File: src/rtl/obi_pkg.sv
// Shared relOBI types for the replicated R-channel synchronizer: bus configuration,
// the synchronizer FSM states and the drop-counter width helper.
package obi_pkg;

  typedef struct packed {
    int unsigned AddrWidth;
    int unsigned DataWidth;
    int unsigned IdWidth;
  } obi_cfg_t;

  localparam obi_cfg_t ObiDefaultConfig = '{AddrWidth: 32, DataWidth: 32, IdWidth: 1};

  typedef enum logic {
    ALIGN,
    DEGRADED
  } relobi_sync_state_e;

  // Headroom of two bits over the FIFO depth so stale beats of several degraded votes queue up.
  function automatic int unsigned relobi_drop_cnt_width(input int unsigned depth);
    return $clog2(depth) + 2;
  endfunction

endpackage

File: src/rtl/fifo_v3.sv
// Small circular-buffer FIFO with optional fall-through and an async active-low reset.
// Memory is reset as well so the read port shows zero after reset.
module fifo_v3 #(
  parameter bit          FALL_THROUGH = 1'b0,
  parameter int unsigned DATA_WIDTH   = 32,
  parameter int unsigned DEPTH        = 8,
  parameter type         dtype        = logic [DATA_WIDTH-1:0]
) (
  input  logic clk_i,
  input  logic rst_ni,
  input  logic flush_i,
  output logic full_o,
  output logic empty_o,
  input  dtype data_i,
  input  logic push_i,
  output dtype data_o,
  input  logic pop_i
);
  localparam int unsigned PtrW = (DEPTH > 1) ? $clog2(DEPTH) : 1;
  localparam int unsigned CntW = $clog2(DEPTH + 1);

  dtype            mem_q [DEPTH];
  logic [PtrW-1:0] rd_ptr_q, wr_ptr_q;
  logic [CntW-1:0] cnt_q;
  logic            wr_en, rd_en, bypass;

  function automatic logic [PtrW-1:0] ptr_inc(input logic [PtrW-1:0] ptr);
    return (ptr == PtrW'(DEPTH - 1)) ? '0 : ptr + 1'b1;
  endfunction

  assign full_o  = (cnt_q == CntW'(DEPTH));
  assign bypass  = FALL_THROUGH && (cnt_q == '0) && push_i;
  assign empty_o = (cnt_q == '0) & ~bypass;
  assign data_o  = bypass ? data_i : mem_q[rd_ptr_q];
  // A bypassed beat popped in the same cycle never lands in memory.
  assign wr_en   = push_i & ~full_o & ~(bypass & pop_i);
  assign rd_en   = pop_i & ~empty_o & ~bypass;

  always_ff @(posedge clk_i or negedge rst_ni) begin
    if (!rst_ni) begin
      rd_ptr_q <= '0;
      wr_ptr_q <= '0;
      cnt_q    <= '0;
      for (int i = 0; i < int'(DEPTH); i++) mem_q[i] <= '0;
    end else if (flush_i) begin
      rd_ptr_q <= '0;
      wr_ptr_q <= '0;
      cnt_q    <= '0;
    end else begin
      if (wr_en) begin
        mem_q[wr_ptr_q] <= data_i;
        wr_ptr_q        <= ptr_inc(wr_ptr_q);
      end
      if (rd_en) rd_ptr_q <= ptr_inc(rd_ptr_q);
      cnt_q <= cnt_q + CntW'(wr_en) - CntW'(rd_en);
    end
  end

endmodule

File: src/rtl/relobi_tmr_r_sync.sv
// Aligns three replica R streams through per-replica FIFOs and emits one majority-voted beat.
// A replica absent for SkewTimeout cycles is skipped once and its stale beat discarded later.
module relobi_tmr_r_sync
  import obi_pkg::*;
#(
  parameter obi_cfg_t    ObiCfg       = ObiDefaultConfig,
  parameter type         obi_r_chan_t = logic,
  parameter int unsigned Depth        = 2,
  parameter int unsigned SkewTimeout  = 8
) (
  input  logic              clk_i,
  input  logic              rst_i,
  input  obi_r_chan_t [2:0] three_r_i,
  input  logic        [2:0] three_rvalid_i,
  output logic        [2:0] three_rready_o,
  output obi_r_chan_t       voted_r_o,
  output logic              voted_rvalid_o,
  input  logic              voted_rready_i,
  output logic              mismatch_o,
  output logic              timeout_o,
  output logic        [2:0] replica_fault_o
);
  localparam int unsigned DropW = relobi_drop_cnt_width(Depth);
  localparam int unsigned SkewW = $clog2(SkewTimeout + 1);
  localparam int unsigned W     = $bits(obi_r_chan_t);

  if (Depth < 1) begin : gen_bad_depth
    $error("Depth must be >= 1");
  end
  if (SkewTimeout < 1) begin : gen_bad_timeout
    $error("SkewTimeout must be >= 1");
  end
  if (ObiCfg.DataWidth == 0) begin : gen_bad_cfg
    $error("ObiCfg.DataWidth must be non-zero");
  end

  obi_r_chan_t [2:0]    head;
  logic [2:0]           full, empty, valid, push, pop, drop_inc, drop_dec, fault_set;
  logic [DropW-1:0]     drop_cnt_q [3];
  relobi_sync_state_e   state_q;
  logic [SkewW-1:0]     skew_q;
  logic [2:0]           mask_q, fault_q;
  logic                 timeout_q, two_valid, handshake, heads_differ;
  logic [W-1:0]         maj;

  for (genvar i = 0; i < 3; i++) begin : gen_replica
    logic drop_pending, accept;

    fifo_v3 #(
      .FALL_THROUGH (1'b0),
      .DEPTH        (Depth),
      .dtype        (obi_r_chan_t)
    ) i_fifo (
      .clk_i   (clk_i),
      .rst_ni  (~rst_i),
      .flush_i (1'b0),
      .full_o  (full[i]),
      .empty_o (empty[i]),
      .data_i  (three_r_i[i]),
      .push_i  (push[i]),
      .data_o  (head[i]),
      .pop_i   (pop[i])
    );

    assign drop_pending      = (drop_cnt_q[i] != '0);
    assign three_rready_o[i] = ~rst_i & (drop_pending | ~full[i]);
    assign accept            = three_rvalid_i[i] & three_rready_o[i];
    assign push[i]           = accept & ~drop_pending;
    assign drop_dec[i]       = accept & drop_pending;
    assign valid[i]          = ~empty[i];
  end

  assign maj       = (head[0] & head[1]) | (head[0] & head[2]) | (head[1] & head[2]);
  assign two_valid = (valid == 3'b011) | (valid == 3'b101) | (valid == 3'b110);

  always_comb begin
    voted_rvalid_o = 1'b0;
    voted_r_o      = obi_r_chan_t'(maj);
    heads_differ   = (head[0] != head[1]) | (head[1] != head[2]);
    pop            = '0;
    drop_inc       = '0;
    fault_set      = '0;
    if (state_q == DEGRADED) begin
      // Mask is frozen, so the presented beat cannot change while the manager stalls.
      voted_rvalid_o = 1'b1;
      voted_r_o      = mask_q[0] ? head[0] : head[1];
      heads_differ   = mask_q[0] ? (head[0] != (mask_q[1] ? head[1] : head[2]))
                                 : (head[1] != head[2]);
    end else if (valid == 3'b111) begin
      voted_rvalid_o = 1'b1;
    end
    handshake = voted_rvalid_o & voted_rready_i;
    if (handshake) begin
      if (state_q == DEGRADED) begin
        pop       = mask_q | valid;
        drop_inc  = ~mask_q & ~valid;
        fault_set = ~mask_q;
      end else begin
        pop = 3'b111;
      end
    end
  end

  assign mismatch_o      = handshake & heads_differ;
  assign timeout_o       = timeout_q;
  assign replica_fault_o = fault_q;

  always_ff @(posedge clk_i or posedge rst_i) begin
    if (rst_i) begin
      state_q   <= ALIGN;
      skew_q    <= '0;
      mask_q    <= '0;
      fault_q   <= '0;
      timeout_q <= 1'b0;
      for (int i = 0; i < 3; i++) drop_cnt_q[i] <= '0;
    end else begin
      timeout_q <= 1'b0;
      fault_q   <= fault_q | fault_set;
      case (state_q)
        ALIGN: begin
          if (!two_valid) begin
            skew_q <= '0;
          end else if (skew_q == SkewW'(SkewTimeout - 1)) begin
            skew_q    <= SkewW'(SkewTimeout);
            timeout_q <= 1'b1;
            mask_q    <= valid;
            state_q   <= DEGRADED;
          end else begin
            skew_q <= skew_q + 1'b1;
          end
        end
        DEGRADED: begin
          if (handshake) begin
            state_q <= ALIGN;
            skew_q  <= '0;
          end
        end
        default: state_q <= ALIGN;
      endcase
      // Saturation only happens on a degraded handshake, which already flags the replica.
      for (int i = 0; i < 3; i++) begin
        if (drop_inc[i] && !drop_dec[i]) begin
          if (drop_cnt_q[i] != '1) drop_cnt_q[i] <= drop_cnt_q[i] + 1'b1;
        end else if (drop_dec[i] && !drop_inc[i]) begin
          drop_cnt_q[i] <= drop_cnt_q[i] - 1'b1;
        end
      end
    end
  end

endmodule

File: config.mk
export PLATFORM = sky130hd
export DESIGN_NAME = relobi_tmr_r_sync
export DESIGN_NICKNAME = d
export VERILOG_FILES = /design/src/rtl/obi_pkg.sv /design/src/rtl/fifo_v3.sv /design/src/rtl/relobi_tmr_r_sync.sv
export SDC_FILE = /design/constraint.sdc
export NUM_CORES = 1
export LEC_CHECK = 0
export ABC_AREA = 1
export BUFFER_PORTS_ARGS = -buffer_cell sky130_fd_sc_hd__buf_2
export CORE_MARGIN = 5
export CORE_UTILIZATION = 65
export CTS_BUF_LIST = sky130_fd_sc_hd__clkbuf_2
export DETAILED_ROUTE_END_ITERATION = 10
export PLACE_DENSITY = 0.95
export SETUP_SLACK_MARGIN = 0.5
export SLEW_MARGIN = 20
export SYNTH_ARGS = -nofsm -noshare
export SYNTH_HDL_FRONTEND = slang
export SYNTH_SLANG_ARGS = --single-unit
File: constraint.sdc
create_clock -name clk_i -period 2.6 [get_ports clk_i]
set_input_delay 0.52 -clock clk_i [delete_from_list [all_inputs] [get_ports clk_i]]
set_output_delay 0.52 -clock clk_i [all_outputs]
set_load 0.03 [all_outputs]
# Yosys cells after proc, flatten, opt, wreduce, memory -nomap -nowiden
# Index checks and enable logic that the tools add are counted.
dict set report classes {
  addsub 19
  magnitude_cmp 9
  n_eq_ne 18
  muxes 55
  n_bitwise 53
  reduce_logical 28
}
# op n
set ops {}
lappend ops {{3-bit 2-to-1 mux} 15}
lappend ops {{1-bit 2-to-1 mux} 29}
lappend ops {{1-bit AND} 23}
lappend ops {{2-bit greater-or-equal comparator, second input constant} 6}
lappend ops {{4-bit 2-to-1 mux} 3}
lappend ops {{1-bit NOT with 2-bit output} 6}
lappend ops {{1-bit NOT} 11}
lappend ops {{3-bit by 1-bit adder with 3-bit output, second input constant} 3}
lappend ops {{3-bit equality test, second input constant} 3}
lappend ops {{1-bit logical AND} 9}
lappend ops {{3-bit != test, second input constant} 3}
lappend ops {{3-bit nonzero test} 3}
lappend ops {{3-bit by 1-bit subtractor with 3-bit output, second input constant} 3}
lappend ops {{2-bit by 1-bit != test with 1-bit output, second input constant} 4}
lappend ops {{1-bit bitwise OR} 8}
lappend ops {{4-bit one-hot mux with 2 select lines} 1}
lappend ops {{1-bit adder, second input constant} 6}
lappend ops {{2-bit by 1-bit adder with 2-bit output} 3}
lappend ops {{2-bit bitwise mux} 3}
lappend ops {{2-bit equality test, second input constant} 3}
lappend ops {{1-bit zero test} 6}
lappend ops {{2-bit zero test} 3}
lappend ops {{2-bit by 1-bit < comparator with 1-bit output, second input constant} 3}
lappend ops {{3-bit NOT} 2}
lappend ops {{other kinds (12)} 23}
dict set report totals {
  ff_bits 39
  in_bits 9
  out_inout_bits 10
}

# Longest topological paths before layout
dict set report depth {
  ltp_word 11
  mapped_depth 11
}

# Cells and area by module
# From an unflattened synthesis, not the netlist that was laid out.
dict set report unflattened {
  cells_unflattened 333
  hier_area_um2 2409.8
}
# mod n_inst cells_per_inst area_each_um2
set modules_own_cells {}
lappend modules_own_cells {relobi_tmr_r_sync 1 186 1366.3}
lappend modules_own_cells {fifo_v3 3 49 347.8}

# Worst setup path after synthesis
# No wires, ideal clock.
dict set report synth_timing {
  path_type {input to register}
  startpoint {in rst_i}
  endpoint {reg drop_cnt_q[4] (netlist name)}
  t_arrival_ns 2.400
  t_required_ns 2.474
  setup_slack_ns 0.074
  stages 6
  n_path_buf 0
  cell_sequence {inv_1 -> nand3_1 -> nand2_1 -> fa_1 -> nand2_1 -> o21ai_0}
}
dict set report synth_via {
  elab_chain_cells 8
}
# item line
set synth_lines {}
lappend synth_lines {{from (decl)} relobi_tmr_r_sync.sv:12} ;# input logic rst_i,
lappend synth_lines {{1-bit NOT *} relobi_tmr_r_sync.sv:66} ;# assign three_rready_o[i] = ~rst_i & (drop_pending | ~full[i]);
lappend synth_lines {{1-bit AND *} relobi_tmr_r_sync.sv:66}
lappend synth_lines {{1-bit AND *} relobi_tmr_r_sync.sv:67} ;# assign accept = three_rvalid_i[i] & three_rready_o[i];
lappend synth_lines {{1-bit AND *} relobi_tmr_r_sync.sv:69} ;# assign drop_dec[i] = accept & drop_pending;
lappend synth_lines {{1-bit zero test} relobi_tmr_r_sync.sv:142} ;# if (drop_inc[i] && !drop_dec[i]) begin
lappend synth_lines {{1-bit logical AND} relobi_tmr_r_sync.sv:142}
lappend synth_lines {{2-bit by 1-bit != test with 1-bit output (no source line) or 2-bit nonzero test (tied branches)} --}
lappend synth_lines {{2-bit AND reduction (no source line)} --}
lappend synth_lines {{to (signal, indexed assignment)} relobi_tmr_r_sync.sv:145} ;# drop_cnt_q[i] <= drop_cnt_q[i] - 1'b1;
lappend synth_lines {{to (decl)} relobi_tmr_r_sync.sv:39} ;# logic [DropW-1:0] drop_cnt_q [3];
# Every way passes the cells marked *; elsewhere a longest branch is shown, timed or not.
# A chain may end at the register's enable or synchronous reset.

# Worst setup path in the final report
dict set report layout_timing {
  startpoint {reg gen_replica[2].i_fifo.rd_ptr_q}
  endpoint {out mismatch_o}
}
dict set report layout_via {
  elab_chain_cells 9
}
# item line
set layout_lines {}
lappend layout_lines {{from (decl)} fifo_v3.sv:23} ;# logic [PtrW-1:0] rd_ptr_q, wr_ptr_q;
lappend layout_lines {{from (signal assigned)} fifo_v3.sv:54} ;# if (rd_en) rd_ptr_q <= ptr_inc(rd_ptr_q);
lappend layout_lines {{1-bit NOT with 2-bit output (not written as such) *} fifo_v3.sv:34} ;# assign data_o = bypass ? data_i : mem_q[rd_ptr_q];
lappend layout_lines {{1-bit 2-to-1 mux (not written as such) * (3 in series)} fifo_v3.sv:34}
lappend layout_lines {{1-bit 2-to-1 mux} relobi_tmr_r_sync.sv:87} ;# heads_differ = mask_q[0] ? (head[0] != (mask_q[1] ? head[1] : head[2]))
lappend layout_lines {{1-bit != test} relobi_tmr_r_sync.sv:87}
lappend layout_lines {{1-bit 2-to-1 mux} relobi_tmr_r_sync.sv:87}
lappend layout_lines {{1-bit 2-to-1 mux *} relobi_tmr_r_sync.sv:83} ;# if (state_q == DEGRADED) begin
lappend layout_lines {{1-bit AND *} relobi_tmr_r_sync.sv:104} ;# assign mismatch_o = handshake & heads_differ;
lappend layout_lines {{to (decl)} relobi_tmr_r_sync.sv:19} ;# output logic mismatch_o,
# Every way passes the cells marked *; elsewhere a longest branch is shown, timed or not. The select of a mux whose other input is x is not followed.

==> results.cfg <==
[clocking]
numCtsBuffers = 5
clock_path_buffers = 2
clk_latency_ns = 0.44
cts_tree = yes
hold_buffers = 0
cts.sinks = 39
root_buffer = clkbuf_2
clkSlewWorstSetupHoldPaths_ns = 0.25
h-tree-depth = 2

[logic_synthesis]
synth-seq-area-share_pct = 44.39
ys_ff_latch = 39
synth_cells = 277
syn_area_mm2 = 0.002198
synth.avg_cell_area_um2 = 7.936
synth_nets = 298
synth-warning-count = 0
ys_types = 20

[worst_setup_path]
setup.worst_path.start_class = flip-flop
required_ns = 2.08
critPathMaxFanout = 3
crit_arrival_ns = 1.96
reg2reg_slack_ns = 0.60
crit_type = flip-flop to output pin
cp-end-kind = output pin

[sta]
finalHoldViolations = 0
fin_crit_sh_pct = 95.53
timing.fmax_mhz = 402.6
worst_pin_slew_ns = 0.3234
rsz0062_at_grt = yes
skew_ns = 0.03415
setup-violations-final = 0
report.final.slew_viol_count = 0
min_period_ns = 2.484
fin_tns_setup_ns = 0
slew_headroom_pct = 78.44
holdWs_ns = 0.008957

[pwr]
vdd.ir_drop.worst_v = 0.0006540
power.static_leakage_nw = 1.452
p_per_area_mw_per_mm2 = 1198

[die]
chipHeight_um = 68.16
die-area_mm2 = 0.004645
rows = 21
dieWidth_um = 68.16
core_mm2 = 0.003311
ioPinCount = 19
start_util_pct = 66.40

[global_route]
grt_overflow = 0
grt_pass1_vias = 1882
grt_first_pass_wirelength_mm = 8.162
grt.total_usage_pct = 24.28
antenna_found_initial = 0
grt_max_degree = 21

[routing]
vias_per_cell = 5.411
remaining_drc_errors = 0
post_drt_wl_per_cell_um = 15.40
drt-total-wl_mm = 5.621
vias = 1975
drt_pass1_iterations = 4
drtIter0Drc = 168
ant_nets = 0

[finish]
synthToLayoutAreaGrowth_pct = 20.49
mostFrequentLayoutCells = 70 x nand2_1, 47 x inv_1, 36 x dfrtp_1, 19 x buf_4
mostFrequentLayoutCell = nand2_1
finalNonFillerCells = 365
stdcell_area_mm2 = 0.002649
layout.nets = 339
n_antenna_cell = 0
drive_gt1_share_pct = 26.96
fillers = 212

[placement]
hpwl_mm = 3.498
numPortBuffers = 18
placed_area_mm2 = 0.002392
dp_cells = 343
gp_congestion = 0.8024

[run_status]
status = complete, no violations

[job]
maxCapViolations = 0

[hold_path]
hold_path_class = primary input to async pin
==> worst max-delay path, cell delays in order (launching register included) <==
cell,delay [ns]
dfrtp_2,0.50
inv_2,0.07
nand2_2,0.08
nand2_4,0.08
ha_4,0.20
inv_2,0.06
nand2_2,0.06
o211ai_1,0.24
a21oi_2,0.07
buf_6,0.15
==> metal layers <==
metal | up-vias | share of wire (%) | track usage, %
met5 | - | 0 | 0
met4 | 0 | 4.6 | 11.91
met3 | 25 | 4.9 | 7.718
met2 | 69 | 52 | 40.79
met1 | 940 | 39 | 27.81
li1 | 941 | - | -
==> state kept, by name, indices dropped and copies added (netlist names) <==
name                         flops
drop_cnt_q                       9
gen_replica.i_fifo.cnt_q         6
gen_replica.i_fifo.mem_q         6
gen_replica.i_fifo.rd_ptr_q      3
gen_replica.i_fifo.wr_ptr_q      3
mask_q                           3
replica_fault_o                  3
skew_q                           4
state_q                          1
timeout_o                        1
==> kinds of logic after synthesis <==
| kind of cell | after synthesis | share of synthesized area [%] |
|---|---|---|
| simple gates | 133 | 26.86 |
| buf+inv | 52 | 8.878 |
| flops | 39 | 44.39 |
| compound gates | 26 | 6.033 |
| xor+xnor | 15 | 5.976 |
| fa+ha+maj | 12 | 7.854 |
==> cell usage after synthesis <==
cell | instances | area [µm²]
a21oi_1 | 6 | 30.03
dfrtp_1 | 39 | 975.9
fa_1 | 3 | 60.06
ha_1 | 9 | 112.6
inv_1 | 51 | 191.4
inv_2 | 1 | 3.750
nand2_1 | 80 | 300.3
nand2_2 | 2 | 12.51
nand3_1 | 19 | 95.09
nand3_2 | 3 | 30.03
nand3b_1 | 3 | 22.52
nand4_1 | 4 | 25.02
nor2_1 | 15 | 56.30
nor2_2 | 6 | 37.54
nor2_4 | 1 | 11.26
o211ai_1 | 1 | 7.510
o21ai_0 | 17 | 85.08
o21ai_1 | 2 | 10.01
xnor2_1 | 4 | 35.03
xor2_1 | 11 | 96.34
==> final timing paths <==
check,start,to,depth (start not counted)
max reg2reg,gen_replica[0].i_fifo.cnt_q[1]$_DFF_PP0_,gen_replica[0].i_fifo.cnt_q[1]$_DFF_PP0_,11
min reg2reg,replica_fault_o[2]$_DFF_PP0_,replica_fault_o[2]$_DFF_PP0_,2
max in group asynchronous,rst_i,gen_replica[0].i_fifo.rd_ptr_q$_DFFE_PP0P_,3
min,rst_i,drop_cnt_q[6]$_DFFE_PP0P_,2
min in group clk_i,three_r_i[2],gen_replica[2].i_fifo.mem_q[0]$_DFFE_PP0P_,3
max,gen_replica[2].i_fifo.rd_ptr_q$_DFFE_PP0P_,mismatch_o,9
==> metrics by stage <==
stage                     setup slack (ns)  util [%]  total power [mW]
after detailed placement            0.5316     72.26             2.429
after global placement              0.5544     72.26             2.319
after floorplan                     0.3818         -             2.081
final                               0.1162     80.01             3.172
after CTS                           0.1882     76.49             2.867
after global routing               0.05337     80.01             3.427
==> area by class of cell <==
class | instances | area, µm² | share of cell area, %
inverters | 52 | 198.9 | 7.511
repair buffers | 34 | 224.0 | 8.455
well taps | 46 | 57.56 | 2.173
flip-flops and latches | 39 | 979.7 | 36.99
clock buffers | 5 | 25.02 | 0.9447
clock inverters | 3 | 20.02 | 0.7558
multi-input cells | 186 | 1144 | 43.17
==> what timing repair did <==
action	4_1_cts	5_1_grt
endpoints found under the setup margin	3	7
pin swaps	7	6
setup buffers	6	8
gates resized for setup	16	18
==> power breakdown <==
| part | total [mW] | switching [mW] | internal [mW] | leakage, nW |
|---|---|---|---|---|
| Combinational | 1.77 | 1.07 | 0.702 | 0.959 |
| Clock | 0.291 | 0.227 | 0.0635 | 0.0250 |
| Sequential | 1.11 | 0.244 | 0.868 | 0.468 |
| Total | 3.17 | 1.54 | 1.63 | 1.45 |
(Power assumes the default switching activity.)
